**src/rtl/pq_pkg.sv**
```systemverilog
// Shared types for the priority-queue front-end scheduler.
// Latency: n/a (types, constants and helpers only).
// Backpressure: n/a.
package pq_pkg;

  // Scheduler FSM states.
  typedef enum logic [1:0] {
    ST_IDLE,
    ST_ISSUE,
    ST_SETTLE
  } state_t;

  // Operation chosen in IDLE for the current cycle.
  typedef enum logic [2:0] {
    OP_NONE,
    OP_ENQ,
    OP_DEQ,
    OP_REPLACE,
    OP_MISS
  } op_t;

  // Width of the settle down-counter; it only has to hold SETTLE_CYCLES-1.
  function automatic int cnt_width(input int settle_cycles);
    return (settle_cycles <= 2) ? 1 : $clog2(settle_cycles);
  endfunction

endpackage

```
**src/rtl/pq_scheduler_if.sv**
```systemverilog
// Handshake, result and queue-command bundle for pq_scheduler.
// Latency: n/a (wires only).
// Backpressure: carries valid/ready pairs; no storage of its own.
interface pq_scheduler_if #(
  parameter int DATA_WIDTH = 16
);
  logic                  i_enq_valid;
  logic                  o_enq_ready;
  logic [DATA_WIDTH-1:0] i_enq_data;
  logic                  i_deq_req_valid;
  logic                  o_deq_req_ready;
  logic                  o_deq_valid;
  logic                  i_deq_ready;
  logic [DATA_WIDTH-1:0] o_deq_data;
  logic                  o_deq_miss;
  logic                  o_zero_drop;
  logic                  o_pq_wrt;
  logic                  o_pq_read;
  logic [DATA_WIDTH-1:0] o_pq_data;
  logic                  i_pq_full;
  logic                  i_pq_empty;
  logic [DATA_WIDTH-1:0] i_pq_data;
  logic                  o_busy;

  // Scheduler side.
  modport slave (
    input  i_enq_valid, i_enq_data, i_deq_req_valid, i_deq_ready,
    input  i_pq_full, i_pq_empty, i_pq_data,
    output o_enq_ready, o_deq_req_ready, o_deq_valid, o_deq_data, o_deq_miss,
    output o_zero_drop, o_pq_wrt, o_pq_read, o_pq_data, o_busy
  );

  // Upstream producer/consumer plus the queue itself.
  modport master (
    output i_enq_valid, i_enq_data, i_deq_req_valid, i_deq_ready,
    output i_pq_full, i_pq_empty, i_pq_data,
    input  o_enq_ready, o_deq_req_ready, o_deq_valid, o_deq_data, o_deq_miss,
    input  o_zero_drop, o_pq_wrt, o_pq_read, o_pq_data, o_busy
  );
endinterface

```
**src/rtl/pq_hold_reg.sv**
```systemverilog
// Single-entry valid/ready holding register; entries flagged in_drop are accepted but not stored.
// Latency: stored entry visible the cycle after the handshake; no same-cycle bypass.
// Backpressure: in_rdy low while the entry is held, until the consumer pulses clr.
module pq_hold_reg #(
  parameter int W = 16
) (
  input  logic         clk,
  input  logic         rst,
  input  logic         in_vld,
  input  logic         in_drop,
  input  logic [W-1:0] in_dat,
  output logic         in_rdy,
  output logic         out_vld,
  output logic [W-1:0] out_dat,
  input  logic         clr
);
  logic         full_q;
  logic [W-1:0] dat_q;

  assign in_rdy  = !full_q;
  assign out_vld = full_q;
  assign out_dat = dat_q;

  // Load on handshake, empty when the consumer takes the entry (never both: clr needs full, load needs empty).
  always_ff @(posedge clk or posedge rst) begin
    if (rst) begin
      full_q <= 1'b0;
      dat_q  <= '0;
    end else if (clr) begin
      full_q <= 1'b0;
    end else if (in_vld && !full_q && !in_drop) begin
      full_q <= 1'b1;
      dat_q  <= in_dat;
    end
  end
endmodule

```
**src/rtl/pq_scheduler.sv**
```systemverilog
// Front-end scheduler issuing write/read/replace commands to a register-tree max-heap, with a settle gap.
// Latency: handshake N -> strobe N+2 -> result N+3 (miss result N+2); commands spaced SETTLE_CYCLES+2.
// Backpressure: one holder per request channel; dequeues wait while the result register is occupied.
module pq_scheduler
  import pq_pkg::*;
#(
  parameter int DATA_WIDTH    = 16,
  parameter int QUEUE_SIZE    = 15,
  parameter int SETTLE_CYCLES = 2 * $clog2(QUEUE_SIZE)
) (
  input logic           i_CLK,
  input logic           i_RST,
  pq_scheduler_if.slave bus
);
  localparam int            CW          = cnt_width(SETTLE_CYCLES);
  localparam logic [CW-1:0] SETTLE_LOAD = CW'(SETTLE_CYCLES - 1);

  state_t                state;
  logic [CW-1:0]         settle_cnt;
  op_t                   op_sel;
  logic                  enq_held, deq_held, enq_clr, deq_clr;
  logic                  enq_is_zero, res_free;
  logic [DATA_WIDTH-1:0] enq_val;
  logic                  unused_deq_dat;
  logic                  pq_wrt_q, pq_read_q;
  logic [DATA_WIDTH-1:0] pq_data_q, deq_data_q;
  logic                  deq_valid_q, deq_miss_q, zero_drop_q;

  // A zero is the heap's empty sentinel, so it is swallowed at the holder.
  assign enq_is_zero = (bus.i_enq_data == '0);
  assign res_free    = !deq_valid_q || bus.i_deq_ready;

  pq_hold_reg #(.W(DATA_WIDTH)) u_enq_hold (
    .clk(i_CLK), .rst(i_RST),
    .in_vld(bus.i_enq_valid), .in_drop(enq_is_zero), .in_dat(bus.i_enq_data),
    .in_rdy(bus.o_enq_ready), .out_vld(enq_held), .out_dat(enq_val), .clr(enq_clr)
  );

  pq_hold_reg #(.W(1)) u_deq_hold (
    .clk(i_CLK), .rst(i_RST),
    .in_vld(bus.i_deq_req_valid), .in_drop(1'b0), .in_dat(1'b0),
    .in_rdy(bus.o_deq_req_ready), .out_vld(deq_held), .out_dat(unused_deq_dat), .clr(deq_clr)
  );

  // Pick the operation in IDLE; queue status is only trusted here, after any settle gap.
  always_comb begin
    op_sel = OP_NONE;
    if (state == ST_IDLE) begin
      if (enq_held && deq_held && !bus.i_pq_empty && res_free)      op_sel = OP_REPLACE;
      else if (deq_held && bus.i_pq_empty && !enq_held && res_free) op_sel = OP_MISS;
      else if (deq_held && !bus.i_pq_empty && res_free)             op_sel = OP_DEQ;
      else if (enq_held && !bus.i_pq_full)                          op_sel = OP_ENQ;
    end
  end

  assign enq_clr = (op_sel == OP_ENQ) || (op_sel == OP_REPLACE);
  assign deq_clr = (op_sel == OP_DEQ) || (op_sel == OP_REPLACE) || (op_sel == OP_MISS);

  // Flag a discarded zero-valued enqueue for one cycle after its handshake.
  always_ff @(posedge i_CLK or posedge i_RST) begin
    if (i_RST) zero_drop_q <= 1'b0;
    else       zero_drop_q <= bus.i_enq_valid && bus.o_enq_ready && enq_is_zero;
  end

  // Result register: root captured at the end of a read ISSUE, zero+miss on an empty-queue request.
  always_ff @(posedge i_CLK or posedge i_RST) begin
    if (i_RST) begin
      deq_valid_q <= 1'b0;
      deq_data_q  <= '0;
      deq_miss_q  <= 1'b0;
    end else if (state == ST_ISSUE && pq_read_q) begin
      deq_valid_q <= 1'b1;
      deq_data_q  <= bus.i_pq_data;
      deq_miss_q  <= 1'b0;
    end else if (op_sel == OP_MISS) begin
      deq_valid_q <= 1'b1;
      deq_data_q  <= '0;
      deq_miss_q  <= 1'b1;
    end else if (deq_valid_q && bus.i_deq_ready) begin
      deq_valid_q <= 1'b0;
    end
  end

  // Command FSM: one-cycle ISSUE with registered strobes, then SETTLE_CYCLES idle cycles.
  always_ff @(posedge i_CLK or posedge i_RST) begin
    if (i_RST) begin
      state      <= ST_IDLE;
      settle_cnt <= '0;
      pq_wrt_q   <= 1'b0;
      pq_read_q  <= 1'b0;
      pq_data_q  <= '0;
    end else begin
      case (state)
        ST_IDLE: begin
          if (op_sel == OP_ENQ || op_sel == OP_DEQ || op_sel == OP_REPLACE) begin
            state     <= ST_ISSUE;
            pq_wrt_q  <= (op_sel == OP_ENQ) || (op_sel == OP_REPLACE);
            pq_read_q <= (op_sel == OP_DEQ) || (op_sel == OP_REPLACE);
            if (op_sel != OP_DEQ) pq_data_q <= enq_val;
          end
        end
        ST_ISSUE: begin
          state      <= ST_SETTLE;
          pq_wrt_q   <= 1'b0;
          pq_read_q  <= 1'b0;
          settle_cnt <= SETTLE_LOAD;
        end
        default: begin
          if (settle_cnt == '0) state      <= ST_IDLE;
          else                  settle_cnt <= settle_cnt - 1'b1;
        end
      endcase
    end
  end

  assign bus.o_pq_wrt    = pq_wrt_q;
  assign bus.o_pq_read   = pq_read_q;
  assign bus.o_pq_data   = pq_data_q;
  assign bus.o_deq_valid = deq_valid_q;
  assign bus.o_deq_data  = deq_data_q;
  assign bus.o_deq_miss  = deq_miss_q;
  assign bus.o_zero_drop = zero_drop_q;
  assign bus.o_busy      = (state != ST_IDLE);
endmodule
```
**src/flat_wrapper.sv**
```systemverilog
// flat-port wrapper written by rule: the top's interface ports become plain ports
module pq_scheduler_flat import pq_pkg::*;
#(
  parameter int DATA_WIDTH    = 16,
  parameter int QUEUE_SIZE    = 15,
  parameter int SETTLE_CYCLES = 2 * $clog2(QUEUE_SIZE)
)
  (i_CLK, i_RST, bus_i_enq_valid, bus_i_enq_data, bus_i_deq_req_valid, bus_i_deq_ready, bus_i_pq_full, bus_i_pq_empty, bus_i_pq_data, bus_o_enq_ready, bus_o_deq_req_ready, bus_o_deq_valid, bus_o_deq_data, bus_o_deq_miss, bus_o_zero_drop, bus_o_pq_wrt, bus_o_pq_read, bus_o_pq_data, bus_o_busy);
  pq_scheduler_if #(.DATA_WIDTH(DATA_WIDTH)) bus_i ();
  input logic i_CLK;
  input logic i_RST;
  input wire logic [$bits(bus_i.i_enq_valid)-1:0] bus_i_enq_valid;
  input wire logic [$bits(bus_i.i_enq_data)-1:0] bus_i_enq_data;
  input wire logic [$bits(bus_i.i_deq_req_valid)-1:0] bus_i_deq_req_valid;
  input wire logic [$bits(bus_i.i_deq_ready)-1:0] bus_i_deq_ready;
  input wire logic [$bits(bus_i.i_pq_full)-1:0] bus_i_pq_full;
  input wire logic [$bits(bus_i.i_pq_empty)-1:0] bus_i_pq_empty;
  input wire logic [$bits(bus_i.i_pq_data)-1:0] bus_i_pq_data;
  output wire logic [$bits(bus_i.o_enq_ready)-1:0] bus_o_enq_ready;
  output wire logic [$bits(bus_i.o_deq_req_ready)-1:0] bus_o_deq_req_ready;
  output wire logic [$bits(bus_i.o_deq_valid)-1:0] bus_o_deq_valid;
  output wire logic [$bits(bus_i.o_deq_data)-1:0] bus_o_deq_data;
  output wire logic [$bits(bus_i.o_deq_miss)-1:0] bus_o_deq_miss;
  output wire logic [$bits(bus_i.o_zero_drop)-1:0] bus_o_zero_drop;
  output wire logic [$bits(bus_i.o_pq_wrt)-1:0] bus_o_pq_wrt;
  output wire logic [$bits(bus_i.o_pq_read)-1:0] bus_o_pq_read;
  output wire logic [$bits(bus_i.o_pq_data)-1:0] bus_o_pq_data;
  output wire logic [$bits(bus_i.o_busy)-1:0] bus_o_busy;
  assign bus_i.i_enq_valid = bus_i_enq_valid;
  assign bus_i.i_enq_data = bus_i_enq_data;
  assign bus_i.i_deq_req_valid = bus_i_deq_req_valid;
  assign bus_i.i_deq_ready = bus_i_deq_ready;
  assign bus_i.i_pq_full = bus_i_pq_full;
  assign bus_i.i_pq_empty = bus_i_pq_empty;
  assign bus_i.i_pq_data = bus_i_pq_data;
  assign bus_o_enq_ready = bus_i.o_enq_ready;
  assign bus_o_deq_req_ready = bus_i.o_deq_req_ready;
  assign bus_o_deq_valid = bus_i.o_deq_valid;
  assign bus_o_deq_data = bus_i.o_deq_data;
  assign bus_o_deq_miss = bus_i.o_deq_miss;
  assign bus_o_zero_drop = bus_i.o_zero_drop;
  assign bus_o_pq_wrt = bus_i.o_pq_wrt;
  assign bus_o_pq_read = bus_i.o_pq_read;
  assign bus_o_pq_data = bus_i.o_pq_data;
  assign bus_o_busy = bus_i.o_busy;
  pq_scheduler #(.DATA_WIDTH(DATA_WIDTH), .QUEUE_SIZE(QUEUE_SIZE), .SETTLE_CYCLES(SETTLE_CYCLES)) u_core (.i_CLK(i_CLK), .i_RST(i_RST), .bus(bus_i));
endmodule
```
**config.mk**
```make
export PLATFORM = sky130hd
export DESIGN_NAME = pq_scheduler_flat
export DESIGN_NICKNAME = d
export VERILOG_FILES = /design/src/rtl/pq_pkg.sv /design/src/rtl/pq_scheduler_if.sv /design/src/rtl/pq_hold_reg.sv /design/src/rtl/pq_scheduler.sv /design/src/flat_wrapper.sv
export SDC_FILE = /design/constraint.sdc
export NUM_CORES = 1
export LEC_CHECK = 0
export CAP_MARGIN = 30
export CORE_MARGIN = 8
export CORE_UTILIZATION = 46
export DETAILED_ROUTE_END_ITERATION = 16
export GPL_TIMING_DRIVEN = 0
export PLACE_DENSITY = 0.8
export SKIP_CTS_REPAIR_TIMING = 1
export SYNTH_ARGS = -nofsm -noshare
export SYNTH_HDL_FRONTEND = slang
export SYNTH_SLANG_ARGS = --single-unit
```
**constraint.sdc**
```tcl
create_clock -name i_CLK -period 2.2 [get_ports i_CLK]
set_clock_uncertainty 0.2 [all_clocks]
set_input_delay 0.44 -clock i_CLK [delete_from_list [all_inputs] [get_ports i_CLK]]
set_output_delay 0.44 -clock i_CLK [all_outputs]
set_load 0.005 [all_outputs]
```
==> results.cfg, run 1 <==
[logic_synthesis]
yosys_warnings = 0
synth_area_per_cell_um2 = 14.5
syn_area_um2 = 2460
ys_seq_area_share_pct = 61.1
syn-num-nets = 211
synth_seq_cells = 60
synth_cell_types = 34
synthCells = 170

[finish]
stdcell_area_um2 = 3550
drive_gt1_share_pct = 23.6
diodes = 0
multi_input_area_um2 = 887
seqCellArea_um2 = 1500
final_common_cell = clkdlybuf4s50_1
fillers = 407
area_delta_synth_final_pct = 44.3
fin_util_pct = 69.0
nNetsFinal = 301
layout_common_cells = 76 x clkdlybuf4s50_1, 60 x dfrtp_1, 17 x mux2_4

[clock_network]
cts_buffers = 9
root_buffer = clkbuf_8
cts_max_path_buffers = 2
clk_latency_ps = 330
cts_tree = built
path_clk_slew_ps = 60
h-tree-depth = 3
clock_sinks = 60

[run_status]
status = completed

[worst_setup_path]
r2r_cells = 6
reg2reg_slack_ps = 270
critical_path_class = input port to register
cp_max_fo = 10
end_kind = register
r2r-start = u_core.state[0]$_DFFE_PP0P_
crit_required_ps = 2200
start_kind = input port
cp.arrival_ps = 2170
r2r-end = u_core.bus.o_pq_data[2]$_DFFE_PP0P_

[sta]
setup_violations = 0
period_share_pct = 98.4
slew_violations = 0
fmax_mhz = 462
hold_viol_final = 0
worst_pin_slew_ps = 548
relSlewSlack_pct = 63.4
period_needed_ps = 2170
fin_setup_tns_ps = 0
hold_slack_ps = 223

[global_route]
antenna_found_initial = 0
grt_pass1_wl_mm = 9.27
grt_max_degree = 36
gr-total-overflow = 0
grt_usage_pct = 15.6
grt_pass1_vias = 1892

[min_path]
min-delay-path-class = input port to register
min_path_cells = 2
holdPathEnd = u_core.u_enq_hold.out_dat[10]$_DFFE_PP0P_
hold_start = bus_i_enq_data[10]

[route]
via_per_inst = 5.12
ant_nets = 0
drt-total-wl_mm = 5.63
drc = 0
num_vias = 1705
drt-initial-drc-count = 69
post_drt_wl_per_cell_um = 16.9
dr.pass1.iters = 4

[floorplan]
die_y_um = 89.1
dieArea_um2 = 7940
die_x_um = 89.1
num_rows = 26
io_pins = 79
start_util_pct = 47.8
core_area_um2 = 5140

[placed_design]
hpwl_mm = 4.19
placed_area_um2 = 3350
io_buffers = 78
place_congestion = 0.814

[pwr]
p_leak_nw = 1.60
ir_drop_mv = 0.711
power_mw = 4.52
power_density_nw_per_um2 = 1280

[job]
max-cap-violations = 0
cells by family after synthesis:
| family | count (synthesis) | share of synthesized area, % |
|---|---|---|
| and+or+nand+nor | 25 | 5.60 |
| buffers and inverters | 17 | 4.43 |
| xor gates and xnor gates | 1 | 0.356 |
| muxes | 32 | 17.3 |
| DFF | 60 | 61.1 |
| AOI/OAI and AO/OA | 33 | 10.3 |
| adders and majority gates | 2 | 1.02 |
report_power, final:
| group | internal, mW | total, mW | switching, mW | leakage, nW |
|---|---|---|---|---|
| logic | 1.21 | 1.81 | 0.602 | 0.783 |
| clock network | 0.420 | 0.797 | 0.376 | 0.0848 |
| registers | 1.61 | 1.91 | 0.309 | 0.731 |
cells in the mapped netlist, drive strengths merged:
master,instances,area share (%)
dfrtp,60,61
o21ai,5,1.0
nand3,4,0.81
nor4,4,1.0
nand2b,2,0.61
o32a,1,0.41
nor2b,1,0.25
buf,7,2.9
o221ai,1,0.36
a22o,16,5.7
nor3b,1,0.31
nand2,4,0.61
nor2,6,1.2
ha,2,1.0
and3,1,0.25
clkbuf,1,0.15
o21a,1,0.31
or3,1,0.25
a211o,1,0.36
a22oi,2,0.61
mux2,32,17
inv,9,1.4
a31oi,3,0.76
a21oi,2,0.41
xnor2,1,0.36
a311oi,1,0.36
nand4,1,0.25
cell type report:
class	count	area share, %
clock inverter	3	0.423
timing repair buffer	79	22.7
tap	70	2.47
inverter	9	0.952
buffer	8	2.12
clock buffer	11	3.99
sequential	60	42.3
multi-input combinational	93	25.0
critical path: stages:
cell             delay (ps)
clkdlybuf4s50_1         480
nor4_4                  300
nand4_1                 150
and3_4                  200
buf_6                   140
buf_12                  150
mux2_4                  300
sequential cells by signal, summed over array words and instances (netlist names), 2 cells and up:
signal,cells
u_core.u_enq_hold.out_dat,16
u_core.state,2
u_core.bus.o_deq_data,16
u_core.bus.o_pq_data,16
u_core.settle_cnt,3
how the worst max path moves through the flow:
| stage | endpoint | slack (ps) | cells after the start | from |
|---|---|---|---|---|
| 3_5_place_dp | u_core.u_enq_hold.out_dat[2]$_DFFE_PP0P_ | -400 | 7 | bus_i_enq_data[13] |
| 3_3_place_gp | u_core.bus.o_pq_wrt$_DFFE_PP0P_ | -930 | 2 | i_RST |
| 2_1_floorplan | u_core.bus.o_deq_data[0]$_DFFE_PP0P_ | 80 | 1 | i_RST |
| 5_1_grt | u_core.u_enq_hold.out_dat[2]$_DFFE_PP0P_ | -10 | 7 | bus_i_enq_data[5] |
| 6_report | u_core.u_enq_hold.out_dat[2]$_DFFE_PP0P_ | 30 | 7 | bus_i_enq_data[5] |
| 4_1_cts | u_core.u_enq_hold.out_dat[2]$_DFFE_PP0P_ | -70 | 7 | bus_i_enq_data[13] |
routing by layer:
layer / GRT usage (%) / wire, um / vias up
li1: - / - / 796
met1: 18.8 / 2360 / 846
met2: 24.8 / 2790 / 54
met3: 4.23 / 354 / 9
met4: 8.16 / 123 / 0
met5: 0 / 0 / -
stage by stage:
stage | instances | worst slack (ps)
after floorplan | 170 | 75.3
after global placement | 318 | -933
after detailed placement | 319 | -396
after CTS | 333 | -66.8
after global routing | 333 | -10.8
final | 333 | 34.6
(Power assumes the default switching activity.)
==> run 2: changes to the inputs <==
Settings changed: CORE_UTILIZATION 46 to 41, CTS_CLUSTER_DIAMETER set to 50, PLACE_DENSITY 0.8 to 0.75.
Clock period 2.2 ns to 1.9 ns, I/O delays scaled along.
==> results.cfg, run 2 (same netlist as run 1, synthesis figures left out) <==
[sta]
hold_slack_ps = 149
slew_violations = 0
hold_viol_final = 0
fin_ws_ps = 23.8
setup_violations = 0
worst_pin_slew_ps = 553
fin_setup_tns_ps = 0
fmax_mhz = 533
relSlewSlack_pct = 63.0
period_share_pct = 98.7
period_needed_ps = 1880

[floorplan]
dieArea_um2 = 8730
start_util_pct = 42.0
core_area_um2 = 5850
die_y_um = 93.4
die_x_um = 93.4
num_rows = 28
io_pins = 79

[worst_setup_path]
startpoint = bus_i_pq_empty
max_stage_delay_ps = 450
cpLargestDelayFamily = buffers and inverters
crit_buf_inv = 4
path_cells = clkdlybuf4s50_1 -> inv_2 -> nand3_2 -> a211o_1 -> buf_6 -> clkbuf_16 -> mux2_4
critical_path_class = input port to register
reg2reg_slack_ps = 60
cpMaxStageDelayCell = clkdlybuf4s50_1
crit_required_ps = 1910
r2r_cells = 6
cp_max_fo = 6
cp.arrival_ps = 1890
cp-endpoint = u_core.bus.o_pq_data[5]$_DFFE_PP0P_
start_kind = input port
r2r-start = u_core.state[0]$_DFFE_PP0P_
end_kind = register
r2r-end = u_core.bus.o_pq_data[5]$_DFFE_PP0P_
crit_cells = 7

[clock_network]
h-tree-depth = 3
cts_tree = built
clk_latency_ps = 330
root_buffer = clkbuf_8
cts_buffers = 9
clock_sinks = 60
cts_max_path_buffers = 2
path_clk_slew_ps = 60

[route]
via_per_inst = 5.10
drt-total-wl_mm = 6.17
drc = 0
post_drt_wl_per_cell_um = 17.7
ant_nets = 0
dr.pass1.iters = 5
drt-initial-drc-count = 53
num_vias = 1776

[finish]
diodes = 0
drive_gt1_share_pct = 28.9
area_delta_synth_final_pct = 52.9
fillers = 455
final_common_cell = clkdlybuf4s50_1
fin_util_pct = 64.2
stdcell_count = 348
nNetsFinal = 310
stdcell_area_um2 = 3760
layout_common_cells = 58 x clkdlybuf4s50_1, 57 x dfrtp_1, 20 x dlymetal6s2s_1

[pwr]
power_density_nw_per_um2 = 1470
ir_drop_mv = 0.664
p_leak_nw = 1.84
power_mw = 5.53

[placed_design]
placed_area_um2 = 3360
hpwl_mm = 4.35
place_congestion = 0.807
placed_cells = 324
io_buffers = 78
dpl_worst_slack_ps = -656

[global_route]
grt_usage_pct = 13.5
gr-total-overflow = 0
grt_max_degree = 37
grt_pass1_vias = 1779
antenna_found_initial = 0
grt_pass1_wl_mm = 9.09

[job]
max-cap-violations = 0

[min_path]
min-delay-path-class = input port to register

[run_status]
status = completed
-- run 2: changes by cell type in the layout (fill, tap and decap cells not counted), sizes merged --
cell / before / now
inv: 9 / 8
clkdlybuf4s50: 76 / 58
clkinvlp: 0 / 1
dlymetal6s2s: 2 / 20
buf: 8 / 16
clkbuf: 12 / 16
clkinv: 3 / 1
-- run 2: report_power, final --
part           switching [mW]  total, mW  internal, mW
Combinational           0.757       2.25          1.49
Clock                   0.462       1.07         0.608
Sequential              0.349       2.21          1.86
-- run 2: worst min-delay path by stage --
| stage | from | to | slack, ps | depth (start not counted) |
|---|---|---|---|---|
| after floorplan | u_core.u_enq_hold.out_dat[10]$_DFFE_PP0P_ | u_core.bus.o_pq_data[10]$_DFFE_PP0P_ | 280 | 1 |
| after global placement | u_core.bus.o_deq_data[5]$_DFFE_PP0P_ | u_core.bus.o_deq_data[5]$_DFFE_PP0P_ | 280 | 1 |
| after detailed placement | u_core.bus.o_deq_data[12]$_DFFE_PP0P_ | u_core.bus.o_deq_data[12]$_DFFE_PP0P_ | 280 | 1 |
| after CTS | i_RST | u_core.u_enq_hold.out_dat[8]$_DFFE_PP0P_ | 250 | 2 |
| after global routing | bus_i_enq_data[3] | u_core.u_enq_hold.out_dat[3]$_DFFE_PP0P_ | 140 | 2 |
| final | bus_i_enq_data[3] | u_core.u_enq_hold.out_dat[3]$_DFFE_PP0P_ | 150 | 2 |
-- run 2: cell type report --
class / instances / area (um^2) / area share, %
Buffer: 8 / 90.1 / 2.40
Clock buffer: 14 / 183 / 4.86
Clock inverter: 1 / 5.00 / 0.133
Inverter: 9 / 37.5 / 0.999
Multi-Input combinational cell: 93 / 905 / 24.1
Sequential cell: 60 / 1510 / 40.0
Tap cell: 75 / 93.8 / 2.50
Timing Repair Buffer: 88 / 940 / 25.0
-- run 2: worst reg2reg max path: stages (launching register included) --
cell       delay, ps
dfrtp_2          440
nor2_4           160
inv_2             60
a211o_1          280
buf_6            140
clkbuf_16        150
mux2_4           290
-- run 2: layer usage --
metal / track usage [%] / vias to the layer above / part of all wire, % / wire length [um]
li1: - / 811 / - / -
met1: 15.9 / 900 / 42 / 2620
met2: 21.4 / 53 / 50 / 3060
met3: 3.93 / 12 / 5.1 / 316
met4: 8.46 / 0 / 2.9 / 176
met5: 0 / - / 0 / 0
==> run 3: changes to the inputs <==
Settings changed: GPL_TIMING_DRIVEN 0 to unset.
==> results.cfg, run 3 (same netlist as run 1, synthesis figures left out) <==
[route]
ant_nets = 0
num_vias = 1747
drc = 0
drt-total-wl_mm = 5.95
dr.pass1.iters = 4
via_per_inst = 4.96
drt-initial-drc-count = 65
post_drt_wl_per_cell_um = 16.9

[finish]
multi_input_area_um2 = 878
diodes = 0
stdcell_area_um2 = 3740
final_common_cell = clkdlybuf4s50_1
fillers = 438
drive_gt1_share_pct = 28.2
seqCellArea_um2 = 1500
layout_common_cells = 62 x clkdlybuf4s50_1, 59 x dfrtp_1, 17 x mux2_4
nNetsFinal = 313
stdcell_count = 352
fin_util_pct = 63.9
area_delta_synth_final_pct = 52.0

[global_route]
grt_pass1_wl_mm = 9.58
grt_pass1_vias = 1863
grt_usage_pct = 14.0
antenna_found_initial = 0
grt_max_degree = 61
gr-total-overflow = 0

[min_path]
min-delay-path-class = input port to register
hold_start = bus_i_enq_data[9]
min_path_cells = 2
holdPathEnd = u_core.u_enq_hold.out_dat[9]$_DFFE_PP0P_

[clock_network]
clk_latency_ps = 320
clock_sinks = 60
path_clk_slew_ps = 70
root_buffer = clkbuf_8
cts_buffers = 9
cts_max_path_buffers = 2
h-tree-depth = 3
cts_tree = built

[placed_design]
io_buffers = 78
placed_area_um2 = 3450
hpwl_mm = 4.25
placed_cells = 333
dpl_worst_slack_ps = -601
place_congestion = 0.770

[floorplan]
io_pins = 79
start_util_pct = 42.0
die_y_um = 93.4
core_area_um2 = 5850
dieArea_um2 = 8730
num_rows = 28
die_x_um = 93.4

[sta]
hold_slack_ps = 153
period_share_pct = 99.8
slew_violations = 0
relSlewSlack_pct = 79.3
period_needed_ps = 1900
fin_ws_ps = 4.70
worst_pin_slew_ps = 311
hold_viol_final = 0
setup_violations = 0
fmax_mhz = 528

[pwr]
p_leak_nw = 1.81
power_density_nw_per_um2 = 1470
ir_drop_mv = 0.790

[worst_setup_path]
max_stage_delay_ps = 430
r2r-end = u_core.bus.o_pq_data[5]$_DFFE_PP0P_
r2r-start = u_core.state[0]$_DFFE_PP0P_
end_kind = register
r2r_cells = 5
path_cells = clkdlybuf4s50_1 -> nor4_2 -> nand4_1 -> and3_4 -> buf_12 -> mux2_4
cpMaxStageDelayCell = clkdlybuf4s50_1
crit_required_ps = 1910
reg2reg_slack_ps = 150
cp_max_fo = 13
start_kind = input port
critical_path_class = input port to register
cp.arrival_ps = 1910

[run_status]
status = completed

[job]
max-cap-violations = 0
run 3: cell types whose count changed in the layout (fill, tap and decap cells not counted), sizes merged:
cell / delta
clkinvlp: +2
clkbuf: -6
buf: +5
inv: +1
clkdlybuf4s50: +4
dlymetal6s2s: -4
clkinv: +1
bufinv: +1
run 3: final cells by class:
| type | count | area share [%] |
|---|---|---|
| well taps | 75 | 2.51 |
| clock buffers | 10 | 3.42 |
| repair buffers | 99 | 27.6 |
| multi-input cells | 93 | 23.5 |
| inverters | 9 | 1.00 |
| clock inverters | 6 | 1.71 |
| flip-flops and latches | 60 | 40.2 |
run 3: worst max-delay path by stage:
stage	startpoint	end	slack, ps	cells past startpoint
final	bus_i_enq_data[3]	u_core.u_enq_hold.out_dat[6]$_DFFE_PP0P_	5	6
after floorplan	bus_i_enq_data[10]	u_core.u_enq_hold.out_dat[0]$_DFFE_PP0P_	70	6
after global placement	bus_i_enq_data[10]	u_core.u_enq_hold.out_dat[4]$_DFFE_PP0P_	-570	7
after detailed placement	bus_i_enq_data[10]	u_core.u_enq_hold.out_dat[2]$_DFFE_PP0P_	-600	7
after CTS	bus_i_enq_data[10]	u_core.u_enq_hold.out_dat[2]$_DFFE_PP0P_	-260	7
after global routing	bus_i_enq_data[3]	u_core.u_enq_hold.out_dat[6]$_DFFE_PP0P_	-20	6
run 3: worst max-delay path, delay by kind of cell:
family | cells | cell delay, ps
buffers and inverters | 2 | 580
muxes | 1 | 300
and+or+nand+nor | 3 | 640
run 3: where the power goes:
group | switching [mW] | leakage (nW) | internal (mW)
Clock | 0.501 | 0.0927 | 0.606
Combinational | 0.739 | 0.982 | 1.47
Sequential | 0.330 | 0.731 | 1.86
Total | 1.57 | 1.81 | 3.94
run 3: stage by stage:
step / total power, mW / setup TNS [ps]
after global routing: 5.86 / -49.5
after CTS: 5.55 / -4100
final: 5.51 / 0
after detailed placement: 4.41 / -18040
after global placement: 4.34 / -16910
after floorplan: 3.27 / 0
run 3: routing by layer:
layer,vias to the layer above,share of wire (%),GRT usage [%]
li1,821,-,-
met1,866,45,18.2
met5,-,0,0
met4,0,1.7,6.98
met2,51,48,21.2
met3,9,6.0,3.53
==> variant (settings of run 3) <==
`DATA_WIDTH` is set to 16 in 3 places; all go to 12.
--- a/src/rtl/pq_scheduler_if.sv
+++ b/src/rtl/pq_scheduler_if.sv
@@ -4,3 +4,3 @@
 interface pq_scheduler_if #(
-  parameter int DATA_WIDTH = 16
+  parameter int DATA_WIDTH = 12
 );
--- a/src/rtl/pq_scheduler.sv
+++ b/src/rtl/pq_scheduler.sv
@@ -6,3 +6,3 @@
 #(
-  parameter int DATA_WIDTH    = 16,
+  parameter int DATA_WIDTH    = 12,
   parameter int QUEUE_SIZE    = 15,
--- a/src/flat_wrapper.sv
+++ b/src/flat_wrapper.sv
@@ -3,3 +3,3 @@
 #(
-  parameter int DATA_WIDTH    = 16,
+  parameter int DATA_WIDTH    = 12,
   parameter int QUEUE_SIZE    = 15,
Interface: changed (resized bus_i_enq_data, bus_i_pq_data, bus_o_deq_data and bus_o_pq_data); port bits go from 79 to 63. The function was not compared with the original's and may differ.
==> variant against run 3 <==
  * Combinational power decreased by 24%
  * Via count fell by 16%
  * Design area is 22% lower
  * Critical path type is now reg2reg
  * Wire length fell by 18%
  * Worst setup slack improved by 0.070 ns
  * Total power down 26%
  * Sequential cell count fell by 12
  * Cell count fell by 20%
  * Area after synthesis shrank 21%
  * Synthesized cell count down 18%
  * Sequential power decreased by 20%
  * Critical path depth is the same
  * Largest cell class unchanged
==> variant: results (changes against run 3) <==
Status
  – Outcome: complete, no violations

Layout
  – Layout Area Growth over Synthesis: 48.3%
  – Share of cells above drive strength 1: 23.5% (-4.7 points)
  – Layout Cells excl Fill: 280 (-20%)
  – Final net count: 258 (-18%)
  – Fill cells: 383 (-13%)

Yosys
  – Post-synth top cells: dfrtp_1, a22o_1, mux2_4, nand2_1, inv_1
  – Post-synthesis compound-gate area fraction: 15.6% (+5.3 points)
  – Syn avg cell area: 14.0 um^2 (-3.5%)
  – Post-Synth Adder-Cell Area: 1.28% (+0.26 points)
  – Top post-synthesis cells by area: dfrtp_1, a22o_1, mux2_4
  – Syn_nets: 173 (-18%)
  – Distinct cells, synth: 31 (-8.8%)
  – FFs w/ async S/R, synth: 100% (unchanged)
  – Share of the synthesized area in the top cell type: 61.5% (+0.39 points)

Drt
  – Initial drt markers: 59 (-9.2%)
  – Per-cell routed wire length: 17.3 um (+2.5%)
  – Vias: 1476 (-16%)

Timing
  – Rel. slew slack: 62.9% (-16 points)

CTS
  – H-tree levels: 2 (-1)
  – Clock transition at path regs: 0.09 ns (+0.02 ns)
  – Number of buffers created by CTS: 5 (-4)

Setup path
  – Crit path DAT: 1.87 ns (-0.04 ns)
  – Critical setup path kind: reg2reg
  – Slowest CP cell: nor2_2
  – Slowest stage delay, CP: 0.46 ns (+0.03 ns)

Placement
  – Placed Area: 0.00273 mm^2 (-21%)
  – Gpl congestion: 0.748 (-2.8%)
  – Port Buffers: 62 (-21%)
  – DP HPWL: 3550 um (-17%)
  – Worst slack at placement: -0.341 ns (+0.260 ns)

Global routing
  – Vias in the first global route: 1553 (-17%)
  – Largest net degree at the start of global routing: 21 (-66%)
  – Gr usage total: 13.7% (-0.33 points)
  – First-pass GRT wire length: 7800 um (-19%)

Hold path
  – Worst hold-check path type: in2async

Power
  – Int Pwr: 2820 uW (-28%)
  – Worst IR Drop VDD: 711 uV (-10%)
-- variant: changes by cell type in the layout (fill, tap and decap cells not counted), moves of 3 or more --
cell,before,now
nor4_2,4,0
mux2_2,15,5
clkdlybuf4s50_1,62,58
mux2_4,17,7
dlymetal6s2s_1,16,4
o21ai_0,5,2
dfrtp_1,59,46
a22o_1,16,25
nor4_1,0,4
nand3_1,4,1
nand2_1,4,7
nand2b_1,1,4
clkbuf_8,9,6
-- variant: worst paths after layout --
| check | endpoint | slack, ns | cells past startpoint |
|---|---|---|---|
| max | u_core.bus.o_deq_data[11]$_DFFE_PP0P_ | 0.08 | 6 |
| min | u_core.bus.o_pq_data[0]$_DFFE_PP0P_ | 0.17 | 2 |
| max reg2reg | u_core.bus.o_deq_data[11]$_DFFE_PP0P_ | 0.08 | 6 |
| min reg2reg | u_core.bus.o_deq_miss$_DFFE_PP0P_ | 0.30 | 2 |
| max in group asynchronous | u_core.u_enq_hold.out_vld$_DFFE_PP0P_ | 0.89 | 3 |
| min in group i_CLK | u_core.bus.o_deq_valid$_DFFE_PP0P_ | 0.19 | 3 |
-- variant: power groups by stage --
stage	Combinational, uW	Sequential (uW)	Clock, uW
global route	1850	1790	695
floorplan	802	1710	0
global placement	1560	1750	0
detailed placement	1610	1750	0
finish	1690	1750	625
CTS	1630	1750	642
-- variant: final cells by class --
class                      count  area share, %
multi-input combinational     80           24.1
clock inverter                 1          0.259
inverter                       8           1.04
tap                           54           2.33
timing repair buffer          82           27.8
clock buffer                   7           2.98
sequential                    48           41.5
-- variant: routing by layer --
metal	wire length, um	share of wire (%)	global-route usage, %
met1	2390	49	18.1
met2	2000	41	19.3
met3	415	8.6	6.08
met4	51	1.1	4.37
met5	0	0	0
